[src/rtl/thirty_two_bits_divider.sv]
// Restoring 32-bit DIV/DIVU: one subtract-and-shift step per clock, done 33 clocks after accept (1 for divide by zero).
// start is ignored while busy or while a divide-by-zero result is pending; results and flag hold until the next done.
module thirty_two_bits_divider (
   input  logic        clk,
   input  logic        rst,
   input  logic        start,
   input  logic        signed_op,
   input  logic [31:0] dividend,
   input  logic [31:0] divisor,
   output logic        busy,
   output logic        done,
   output logic [31:0] quotient,
   output logic [31:0] remainder,
   output logic        div_by_zero
);

   localparam logic [1:0] IDLE = 2'd0;
   localparam logic [1:0] RUN  = 2'd1;
   localparam logic [1:0] FIX  = 2'd2;

   logic [1:0]  state_q, state_d;
   logic [5:0]  cnt_q, cnt_d;
   logic [31:0] rem_q, rem_d;
   logic [31:0] q_q, q_d;
   logic [31:0] dvs_q, dvs_d;
   logic        q_neg_q, q_neg_d;
   logic        r_neg_q, r_neg_d;
   logic        zpend_q, zpend_d;
   logic        busy_q, busy_d;
   logic        done_q, done_d;
   logic [31:0] quotient_q, quotient_d;
   logic [31:0] remainder_q, remainder_d;
   logic        dbz_q, dbz_d;
   logic [32:0] trial;
   logic [31:0] mag_a, mag_b;

   always_comb begin
      state_d     = state_q;
      cnt_d       = cnt_q;
      rem_d       = rem_q;
      q_d         = q_q;
      dvs_d       = dvs_q;
      q_neg_d     = q_neg_q;
      r_neg_d     = r_neg_q;
      zpend_d     = zpend_q;
      busy_d      = busy_q;
      done_d      = 1'b0;
      quotient_d  = quotient_q;
      remainder_d = remainder_q;
      dbz_d       = dbz_q;
      mag_a       = (signed_op && dividend[31]) ? -dividend : dividend;
      mag_b       = (signed_op && divisor[31])  ? -divisor  : divisor;
      // rem never exceeds the divisor magnitude, so the accepted trial always has bit 32 clear
      trial       = {rem_q, q_q[31]} - {1'b0, dvs_q};

      case (state_q)
         IDLE: begin
            if (zpend_q) begin
               zpend_d     = 1'b0;
               quotient_d  = 32'hFFFF_FFFF;
               remainder_d = q_q;
               dbz_d       = 1'b1;
               done_d      = 1'b1;
            end else if (start) begin
               if (divisor == 32'd0) begin
                  zpend_d = 1'b1;
                  q_d     = dividend;
               end else begin
                  state_d = RUN;
                  busy_d  = 1'b1;
                  cnt_d   = 6'd0;
                  rem_d   = 32'd0;
                  q_d     = mag_a;
                  dvs_d   = mag_b;
                  q_neg_d = signed_op & (dividend[31] ^ divisor[31]);
                  r_neg_d = signed_op & dividend[31];
               end
            end
         end
         RUN: begin
            if (!trial[32]) begin
               rem_d = trial[31:0];
               q_d   = {q_q[30:0], 1'b1};
            end else begin
               rem_d = {rem_q[30:0], q_q[31]};
               q_d   = {q_q[30:0], 1'b0};
            end
            cnt_d = cnt_q + 6'd1;
            if (cnt_q == 6'd31) state_d = FIX;
         end
         FIX: begin
            quotient_d  = q_neg_q ? -q_q : q_q;
            remainder_d = r_neg_q ? -rem_q : rem_q;
            dbz_d       = 1'b0;
            done_d      = 1'b1;
            busy_d      = 1'b0;
            state_d     = IDLE;
         end
         default: begin
            state_d = IDLE;
            busy_d  = 1'b0;
         end
      endcase
   end

   always_ff @(posedge clk or posedge rst) begin
      if (rst) begin
         state_q     <= IDLE;
         cnt_q       <= 6'd0;
         rem_q       <= 32'd0;
         q_q         <= 32'd0;
         dvs_q       <= 32'd0;
         q_neg_q     <= 1'b0;
         r_neg_q     <= 1'b0;
         zpend_q     <= 1'b0;
         busy_q      <= 1'b0;
         done_q      <= 1'b0;
         quotient_q  <= 32'd0;
         remainder_q <= 32'd0;
         dbz_q       <= 1'b0;
      end else begin
         state_q     <= state_d;
         cnt_q       <= cnt_d;
         rem_q       <= rem_d;
         q_q         <= q_d;
         dvs_q       <= dvs_d;
         q_neg_q     <= q_neg_d;
         r_neg_q     <= r_neg_d;
         zpend_q     <= zpend_d;
         busy_q      <= busy_d;
         done_q      <= done_d;
         quotient_q  <= quotient_d;
         remainder_q <= remainder_d;
         dbz_q       <= dbz_d;
      end
   end

   assign busy        = busy_q;
   assign done        = done_q;
   assign quotient    = quotient_q;
   assign remainder   = remainder_q;
   assign div_by_zero = dbz_q;

endmodule

[config.mk]
export PLATFORM = sky130hd
export DESIGN_NAME = thirty_two_bits_divider
export DESIGN_NICKNAME = d
export VERILOG_FILES = /design/src/rtl/thirty_two_bits_divider.sv
export SDC_FILE = /design/constraint.sdc
export NUM_CORES = 1
export LEC_CHECK = 0
export ABC_AREA = 1
export CORE_MARGIN = 2
export CORE_UTILIZATION = 30
export DETAILED_ROUTE_END_ITERATION = 16
export PLACE_DENSITY_LB_ADDON = 0.12
export SYNTH_ARGS = -nofsm -noshare
export SYNTH_HDL_FRONTEND = slang
export SYNTH_SLANG_ARGS = --single-unit
[constraint.sdc]
create_clock -name clk -period 6 [get_ports clk]
set_input_delay 0.6 -clock clk [delete_from_list [all_inputs] [get_ports clk]]
set_output_delay 0.6 -clock clk [all_outputs]
set_load 0.02 [all_outputs]
==> Flow_metrics.wiki, run 1 <==
{| class="wikitable"
! Metric !! Value
|-
| YS warnings || 0
|-
| Post-Syn Area || 14,000 um^2
|-
| Starting utilization of the core area || 0.302
|-
| Critical path's slowest cell || sky130_fd_sc_hd__nand2_1
|-
| Core box area || ~46,000 um^2
|-
| Number of antenna diodes || 0
|-
| CP Cell Sequence || inv_1 > ha_1 > fa_1 > inv_1 > nand2_1 > nand2_1 > nand3_1 > nand2_2 > nand2_2 > nand2_4 > nand2_4 > nand3_2 > nand2_1 > o21ai_1 > nand2_1
|-
| Max H-tree Level || 4
|-
| Critical Path Sink Type || flop
|-
| Pin count of the biggest net entering global routing || 80
|-
| Clk buf depth || 2
|-
| Global-route wire length before repair || 77,700 um
|-
| Number of antenna violations at the first check in global routing || 1
|-
| Number of design rule violations left after detail routing || 0
|-
| Detailed-route wire length on metal 1 || 24,500 um
|-
| Power spent charging and discharging nets || between 5 and 6 mW
|-
| Via density || 4.87
|-
| Most used cell, CP || sky130_fd_sc_hd__nand2_1
|-
| Final standard cell count with taps included and fillers excluded || 2,935
|-
| Critical path start-end classification || reg -> reg
|-
| Worst setup SP type || flop
|-
| Share of power burned in combinational logic || 0.650
|-
| Detailed route wirelength on metal2 || between 20,000 and 25,000 um
|-
| Post-DP HPWL || between 30,000 and 40,000 um
|-
| Number of global-route vias before repair || 13,500
|-
| Final worst clock skew || 0.0133 ns
|-
| # setup viols final || 0
|-
| Syn Area/Cell || 6.29 um^2
|-
| Pwr/cell area || 617 nW/um^2
|-
| Max-cap violation count || 0
|-
| Total of flip-flops plus latches after synthesis || approximately 170
|-
| Status || completed
|-
| Hold Path Stages || 2
|-
| Net switching share of the total power || 0.544
|-
| Post-Synthesis Cells || roughly 2,200
|-
| Worst slack on hold paths || 0.482 ns
|-
| Area added between synthesis and finish || 17.6%
|-
| WL met3 || 2440 um
|-
| Worst-Margin Slew || 1.19 ns
|-
| Root Driver || sky130_fd_sc_hd__clkbuf_16
|-
| Max Slew Vio Count || 0
|-
| Die Wd || approximately 220 um
|-
| Normalized max-slew margin || 0.208
|-
| Sequential fraction of the synthesis area || 0.311
|-
| GRT Overall Usage || 0.211
|-
| Placer Congestion || 0.904
|-
| Nets in the synthesized netlist || 2,330
|-
| Arr. time, crit path || approximately 3.7 ns
|-
| Count of placed standard cells including taps || just under 3,000
|-
| Clock Latency Late Sink || 0.49 ns
|-
| Number of cells upsized or downsized after cts || 0
|-
| Input/output buffers || approximately 130
|-
| Die height || 220 um
|-
| IO Pins || approximately 140
|-
| Drt total wl || 49,900 um
|-
| Hold Vio Cnt, Final || 0
|-
| Count of unique library cells instantiated by Yosys || 53
|-
| Final routed wire length divided by cell count || approximately 17 um
|-
| Nets || ~2,400
|-
| Total iterations of the first detailed-routing run || 6
|-
| Async set-or-reset flop fraction in the synthesized netlist || 1.00
|-
| Biggest fanout along the worst timing path || 20
|-
| Leakage dissipation || 8.30 nW
|-
| Clock tree from TritonCTS || built
|-
| Synth top area cells || sky130_fd_sc_hd__dfrtp_1, sky130_fd_sc_hd__nand2_1, sky130_fd_sc_hd__inv_1
|-
| Seq pwr share || 0.227
|-
| Post-route setup TNS || 0 ns
|-
| Total Die Area || 48,400 um^2
|-
| Ratio of final minimum period to clock period || 0.559
|-
| Total overflow reported by the global router || 0
|-
| Peak VDD IR || 0.289 mV
|-
| Clock network fraction of total power || 0.123
|-
| Overall via count from detail_route || about 14,000
|-
| Setup repair after global routing missed its margin || false
|-
| Required time at the endpoint of the critical path || approximately 6.4 ns
|-
| Register-to-Register Path Depth || 15
|-
| Number of flops mapped to enable cells by yosys || 0
|-
| Clk slew on worst S/H paths || approximately 0.08 ns
|-
| Highest routing layer actually used || met4
|-
| DRT antenna net count || 0
|-
| Min cycle time layout || 3.35 ns
|-
| Top cell type by total area after synthesis || sky130_fd_sc_hd__dfrtp_1
|-
| Max Freq || 0.298 GHz
|-
| Clock buffer count from CTS || 17
|-
| Post-CTS setup buffers || 0
|-
| Hold Crit Class || reg -> reg
|-
| Placement Rows || between 70 and 80
|-
| Maximum cell stage delay along the critical path || 0.61 ns
|-
| 1st-iter DRT viols || around 1,200
|-
| Portion of synthesized cell area occupied by the leading cell type || 0.311
|-
| Int Pwr || between 4 and 5 mW
|-
| Fraction of layout cells with a size suffix above 1 || 0.0511
|-
| Number of clock sinks || 174
|-
| Flip-flop cell with the highest count after synthesis || sky130_fd_sc_hd__dfrtp_1
|-
| Quantity of hold-fixing buffers added after cts || 0
|}
==> power groups by stage <==
| stage | Combinational [mW] | Sequential, mW | Clock (mW) |
|---|---|---|---|
| after global routing | 7.49 | 2.38 | 1.32 |
| after detailed placement | 6.58 | 2.33 | 0 |
| after CTS | 6.61 | 2.32 | 1.27 |
| final | 6.59 | 2.31 | 1.25 |
| after floorplan | 4.47 | 2.34 | 0 |
| after global placement | 6.58 | 2.32 | 0 |
==> sequential cells by signal, summed over array words and instances (netlist names), 2 cells and up <==
name	cells
dvs_q	32
q_q	32
quotient	32
rem_q	32
remainder	32
cnt_q	6
state_q	2
==> cells by family (layout without fill, tap and decap cells) <==
kind of cell,count (synthesis),count (layout),synth area share
buf+inv,397,501,0.114
fa+ha+maj,38,38,0.0345
flops,174,174,0.311
compound gates,294,294,0.118
xor+xnor,52,52,0.0326
simple gates,1269,1269,0.390
==> critical path: cells and delay by family (launching register included) <==
| family | cells | cell delay [ns] |
|---|---|---|
| flip-flops | 1 | 0.40 |
| AO/OA/AOI/OAI | 1 | 0.30 |
| buffers and inverters | 2 | 0.25 |
| AND/OR/NAND/NOR | 10 | 1.58 |
| adder cells (fa/ha/maj) | 2 | 0.67 |
==> stage by stage <==
step	setup WS (ns)	instance area (um^2)	power, mW	util
3_3_place_gp	2.70	15800	8.90	0.342
4_1_cts	2.66	16500	10.2	0.356
6_report	2.65	16500	10.1	0.356
5_1_grt	2.27	16500	11.2	0.356
2_1_floorplan	0.683	14000	6.81	-
3_5_place_dp	2.65	15800	8.91	0.342
==> placed cells by master, fill, tap and decap left out, types with 4 or more instances in the layout <==
master                            count
sky130_fd_sc_hd__nand2_1            765
sky130_fd_sc_hd__inv_1              307
sky130_fd_sc_hd__nand3_1            213
sky130_fd_sc_hd__dfrtp_1            174
sky130_fd_sc_hd__nor2_1             164
sky130_fd_sc_hd__clkdlybuf4s50_1    134
sky130_fd_sc_hd__a21oi_1            111
sky130_fd_sc_hd__o21ai_0             95
sky130_fd_sc_hd__xor2_1              43
sky130_fd_sc_hd__ha_1                37
sky130_fd_sc_hd__o21ai_1             29
sky130_fd_sc_hd__nor3_1              26
sky130_fd_sc_hd__nand3b_1            21
sky130_fd_sc_hd__nand4_1             20
sky130_fd_sc_hd__inv_2               17
sky130_fd_sc_hd__clkbuf_16           17
sky130_fd_sc_hd__o211ai_1            16
sky130_fd_sc_hd__nand3_2             15
sky130_fd_sc_hd__nand2_2             11
sky130_fd_sc_hd__or2_2                9
sky130_fd_sc_hd__xnor2_1              9
sky130_fd_sc_hd__buf_4                9
sky130_fd_sc_hd__nor2_2               8
sky130_fd_sc_hd__o22ai_1              8
sky130_fd_sc_hd__nor2_4               5
sky130_fd_sc_hd__o21bai_1             5
sky130_fd_sc_hd__o22a_1               5
sky130_fd_sc_hd__o21a_1               4
sky130_fd_sc_hd__and2_1               4
==> worst paths after layout <==
path,slack (ns),to,startpoint
setup reg to reg,2.65,q_q[0],q_q[31]
min in group asynchronous,0.61,dvs_q[19],rst
hold / removal,0.48,remainder[30],remainder[30]
setup / recovery,2.65,q_q[0],q_q[31]
max in group asynchronous,4.11,quotient[10],rst
hold reg to reg,0.48,remainder[30],remainder[30]
==> metal layers <==
layer  GRT usage  vias to the layer above
met5           0                        -
met4      0.0593                        0
met3      0.0357                       36
met2       0.327                      343
met1       0.299                     6656
li1            -                     7251
==> area by class of cell <==
class | count | area (um^2)
Inverter | 326 | 1230
Sequential cell | 174 | 4350
Tap cell | 607 | 759
Timing Repair Buffer | 143 | 1410
Fill cell | 5157 | 29800
Clock inverter | 13 | 180
Clock buffer | 19 | 453
Multi-Input combinational cell | 1653 | 8070
==> synthesized netlist by cell type, types with 20 or more instances <==
library cell                 n
sky130_fd_sc_hd__xor2_1     43
sky130_fd_sc_hd__nor2_1    167
sky130_fd_sc_hd__nand4_1    20
sky130_fd_sc_hd__clkbuf_1   39
sky130_fd_sc_hd__ha_1       37
sky130_fd_sc_hd__a21oi_1   111
sky130_fd_sc_hd__nand3_1   213
sky130_fd_sc_hd__nand3b_1   21
sky130_fd_sc_hd__o21ai_0    95
sky130_fd_sc_hd__inv_1     308
sky130_fd_sc_hd__nor3_1     26
sky130_fd_sc_hd__nand2_1   765
sky130_fd_sc_hd__o21ai_1    29
sky130_fd_sc_hd__dfrtp_1   174
sky130_fd_sc_hd__buf_2      20
No activity file was read; power rests on OpenSTA's default activity.
==> run 2: changes to the inputs <==
Clock period 6 ns to 3.05 ns, I/O delays scaled along.
==> run 2 against run 1 <==
  * Clock power increased by 95%
  * Final cell count increased by 0.75%
  * Maximum frequency grew 27%
  * Count of clock-buffer cells in the layout fell by 1
  * Highest routed layer unchanged
==> Flow_metrics.wiki, run 2 (synthesis gave the netlist of run 1 again) <==
{| class="wikitable"
! Metric !! Value
|-
| Nets || 2,443 (+0.91%)
|-
| Int Pwr || 9.30 mW (+100%)
|-
| Quantity of hold-fixing buffers added after cts || 0 (unchanged)
|-
| Number of antenna diodes || 0 (unchanged)
|-
| Clk buf depth || 2 (unchanged)
|-
| Arr. time, crit path || 2.99 ns (-0.74 ns)
|-
| Net switching share of the total power || 0.538 (-0.00546)
|-
| Number of design rule violations left after detail routing || 0 (unchanged)
|-
| Global-route wire length before repair || 77,600 um (about the same)
|-
| Peak VDD IR || 0.733 mV (+150%)
|-
| Hold Crit Class || in -> async
|-
| Post-route setup TNS || 0 ns (unchanged)
|-
| Placer Congestion || 0.924 (+2.2%)
|-
| Total overflow reported by the global router || 0 (unchanged)
|-
| Biggest fanout along the worst timing path || 6 (-70%)
|-
| Clock tree from TritonCTS || built
|-
| Critical Path Sink Type || flop
|-
| Root Driver || sky130_fd_sc_hd__clkbuf_16
|-
| GRT Overall Usage || 0.210 (-0.000805)
|-
| Critical path start-end classification || reg -> reg
|-
| Clk slew on worst S/H paths || 0.07 ns (about the same)
|-
| Starting utilization of the core area || 0.302 (unchanged)
|-
| Placement Rows || 79 (unchanged)
|-
| Clock Latency Late Sink || 0.49 ns (about the same)
|-
| Worst-Margin Slew || 0.812 ns (-0.374 ns)
|-
| Pwr/cell area || 1210 nW/um^2 (+96%)
|-
| Die height || 220 um (unchanged)
|-
| Fraction of layout cells with a size suffix above 1 || 0.0596 (+0.00846)
|-
| Input/output buffers || 134 (unchanged)
|-
| Leakage dissipation || 8.43 nW (+1.6%)
|-
| Number of cells upsized or downsized after cts || 0 (unchanged)
|-
| Most common cell after layout, fill and taps aside || sky130_fd_sc_hd__nand2_1
|-
| R2R Setup Slk || 0.41 ns (-2.24 ns)
|-
| 1st-iter DRT viols || 1,143 (-8.3%)
|-
| Hold Vio Cnt, Final || 0 (unchanged)
|-
| Post-route design area || 16,700 um^2 (+1.4%)
|-
| Number of antenna violations at the first check in global routing || 0 (-1)
|-
| Total Die Area || 48,400 um^2 (unchanged)
|-
| Final routed wire length divided by cell count || 16.7 um (-1.6%)
|-
| Via density || 4.86 (-0.24%)
|-
| Pin count of the biggest net entering global routing || 108 (+35%)
|-
| Overall via count from detail_route || 14,400 (+0.50%)
|-
| Area added between synthesis and finish || 19.3%
|-
| Clock network fraction of total power || 0.121 (-0.002)
|-
| Worst R2R Start || rem_q[0]
|-
| Post-DP HPWL || 38,700 um (about the same)
|-
| Worst slack on hold paths || 0.312 ns (-0.170 ns)
|-
| Post-CTS setup buffers || 0 (unchanged)
|-
| Ratio of final minimum period to clock period || 0.866 (+0.307)
|-
| Worst setup SP type || flop
|-
| Normalized max-slew margin || 0.458 (+0.250)
|-
| Number of clock sinks || 174 (unchanged)
|-
| Worst Setup Slack, final || 0.408 ns (-2.24 ns)
|-
| Min cycle time layout || 2.64 ns (-0.712 ns)
|-
| Required time at the endpoint of the critical path || 3.40 ns (-2.97 ns)
|-
| Clock buffer count from CTS || 17 (unchanged)
|-
| Drt total wl || 49,500 um (-0.82%)
|-
| Max Freq || 0.379 GHz (+27%)
|-
| Max-cap violation count || 0 (unchanged)
|-
| Setup repair after global routing missed its margin || false
|-
| Number of global-route vias before repair || 13,600 (+0.78%)
|-
| IO Pins || 135 (unchanged)
|-
| Core box area || 46,300 um^2 (unchanged)
|-
| Power spent charging and discharging nets || 10.9 mW (+97%)
|-
| Register-to-Register Path Depth || 11 (-4)
|-
| Status || completed
|-
| Placement-stage worst setup slack || 0.338 ns (-2.31 ns)
|-
| DRT antenna net count || 0 (unchanged)
|-
| Most frequent cells in the layout || sky130_fd_sc_hd__nand2_1, sky130_fd_sc_hd__inv_1, sky130_fd_sc_hd__nand3_1
|-
| Core utilization of the finished layout || 0.361 (+0.00498)
|-
| Max H-tree Level || 4 (unchanged)
|-
| Total iterations of the first detailed-routing run || 8 (+2)
|-
| Share of power burned in combinational logic || 0.655 (+0.005)
|-
| # setup viols final || 0 (unchanged)
|-
| Seq pwr share || 0.224 (-0.003)
|-
| Max Slew Vio Count || 0 (unchanged)
|-
| Final worst clock skew || 0.0138 ns (+0.000513 ns)
|-
| Die Wd || 220 um (unchanged)
|-
| Destination of the worst register-to-register timing path || remainder[20]
|-
| Post-Place Cell Area || 16,100 um^2 (+1.5%)
|}
[run 2: routing by layer]
layer	vias to the layer above	GRT usage	part of all wire
li1	7307	-	-
met1	6659	0.301	0.50
met2	352	0.327	0.44
met3	40	0.0317	0.044
met4	0	0.0555	0.017
met5	-	0	0
[run 2: power by group through the flow]
| stage | combinational (mW) | clock [mW] | sequential [mW] |
|---|---|---|---|
| 2_1_floorplan | 8.79 | 0 | 4.61 |
| 3_3_place_gp | 13.2 | 0 | 4.56 |
| 3_5_place_dp | 13.2 | 0 | 4.57 |
| 4_1_cts | 13.2 | 2.51 | 4.54 |
| 5_1_grt | 15.0 | 2.60 | 4.66 |
| 6_report | 13.2 | 2.44 | 4.52 |
[run 2: worst max path at each step]
stage                from             to  slack (ns)  cells after the start
2_1_floorplan         rst           busy        0.52                      1
3_3_place_gp   divisor[0]         q_q[8]        0.41                     14
3_5_place_dp   divisor[0]        q_q[18]        0.34                     14
4_1_cts           q_q[31]       rem_q[0]        0.41                     17
5_1_grt           q_q[31]      rem_q[12]        0.12                     17
6_report         rem_q[0]  remainder[20]        0.41                     11
[run 2: critical path, cell delays in order (launching register included)]
cell and delay (ns):
sky130_fd_sc_hd__dfrtp_1 0.42, sky130_fd_sc_hd__inv_1 0.22, sky130_fd_sc_hd__ha_1 0.21, sky130_fd_sc_hd__nand3_1 0.26, sky130_fd_sc_hd__nor2_1 0.31, sky130_fd_sc_hd__nand3_1 0.21, sky130_fd_sc_hd__nor2_1 0.17, sky130_fd_sc_hd__nand2_1 0.06
sky130_fd_sc_hd__nand2_1 0.07, sky130_fd_sc_hd__xor2_1 0.07, sky130_fd_sc_hd__o21ai_0 0.39, sky130_fd_sc_hd__nand2_1 0.11
[run 2: area by class of cell]
type                            instances  area [um^2]
Fill cell                            5101        29600
Multi-Input combinational cell       1653         8070
Sequential cell                       174         4350
Timing Repair Buffer                  165         1650
Inverter                              326         1230
Tap cell                              607          759
Clock buffer                           18          429
Clock inverter                         14          198
[run 2: through the flow]
step	cells	total power [mW]
after detailed placement	2925	17.7
final	2957	20.2
after global routing	2957	22.2
after CTS	2957	20.3
after floorplan	2224	13.4
after global placement	2925	17.7
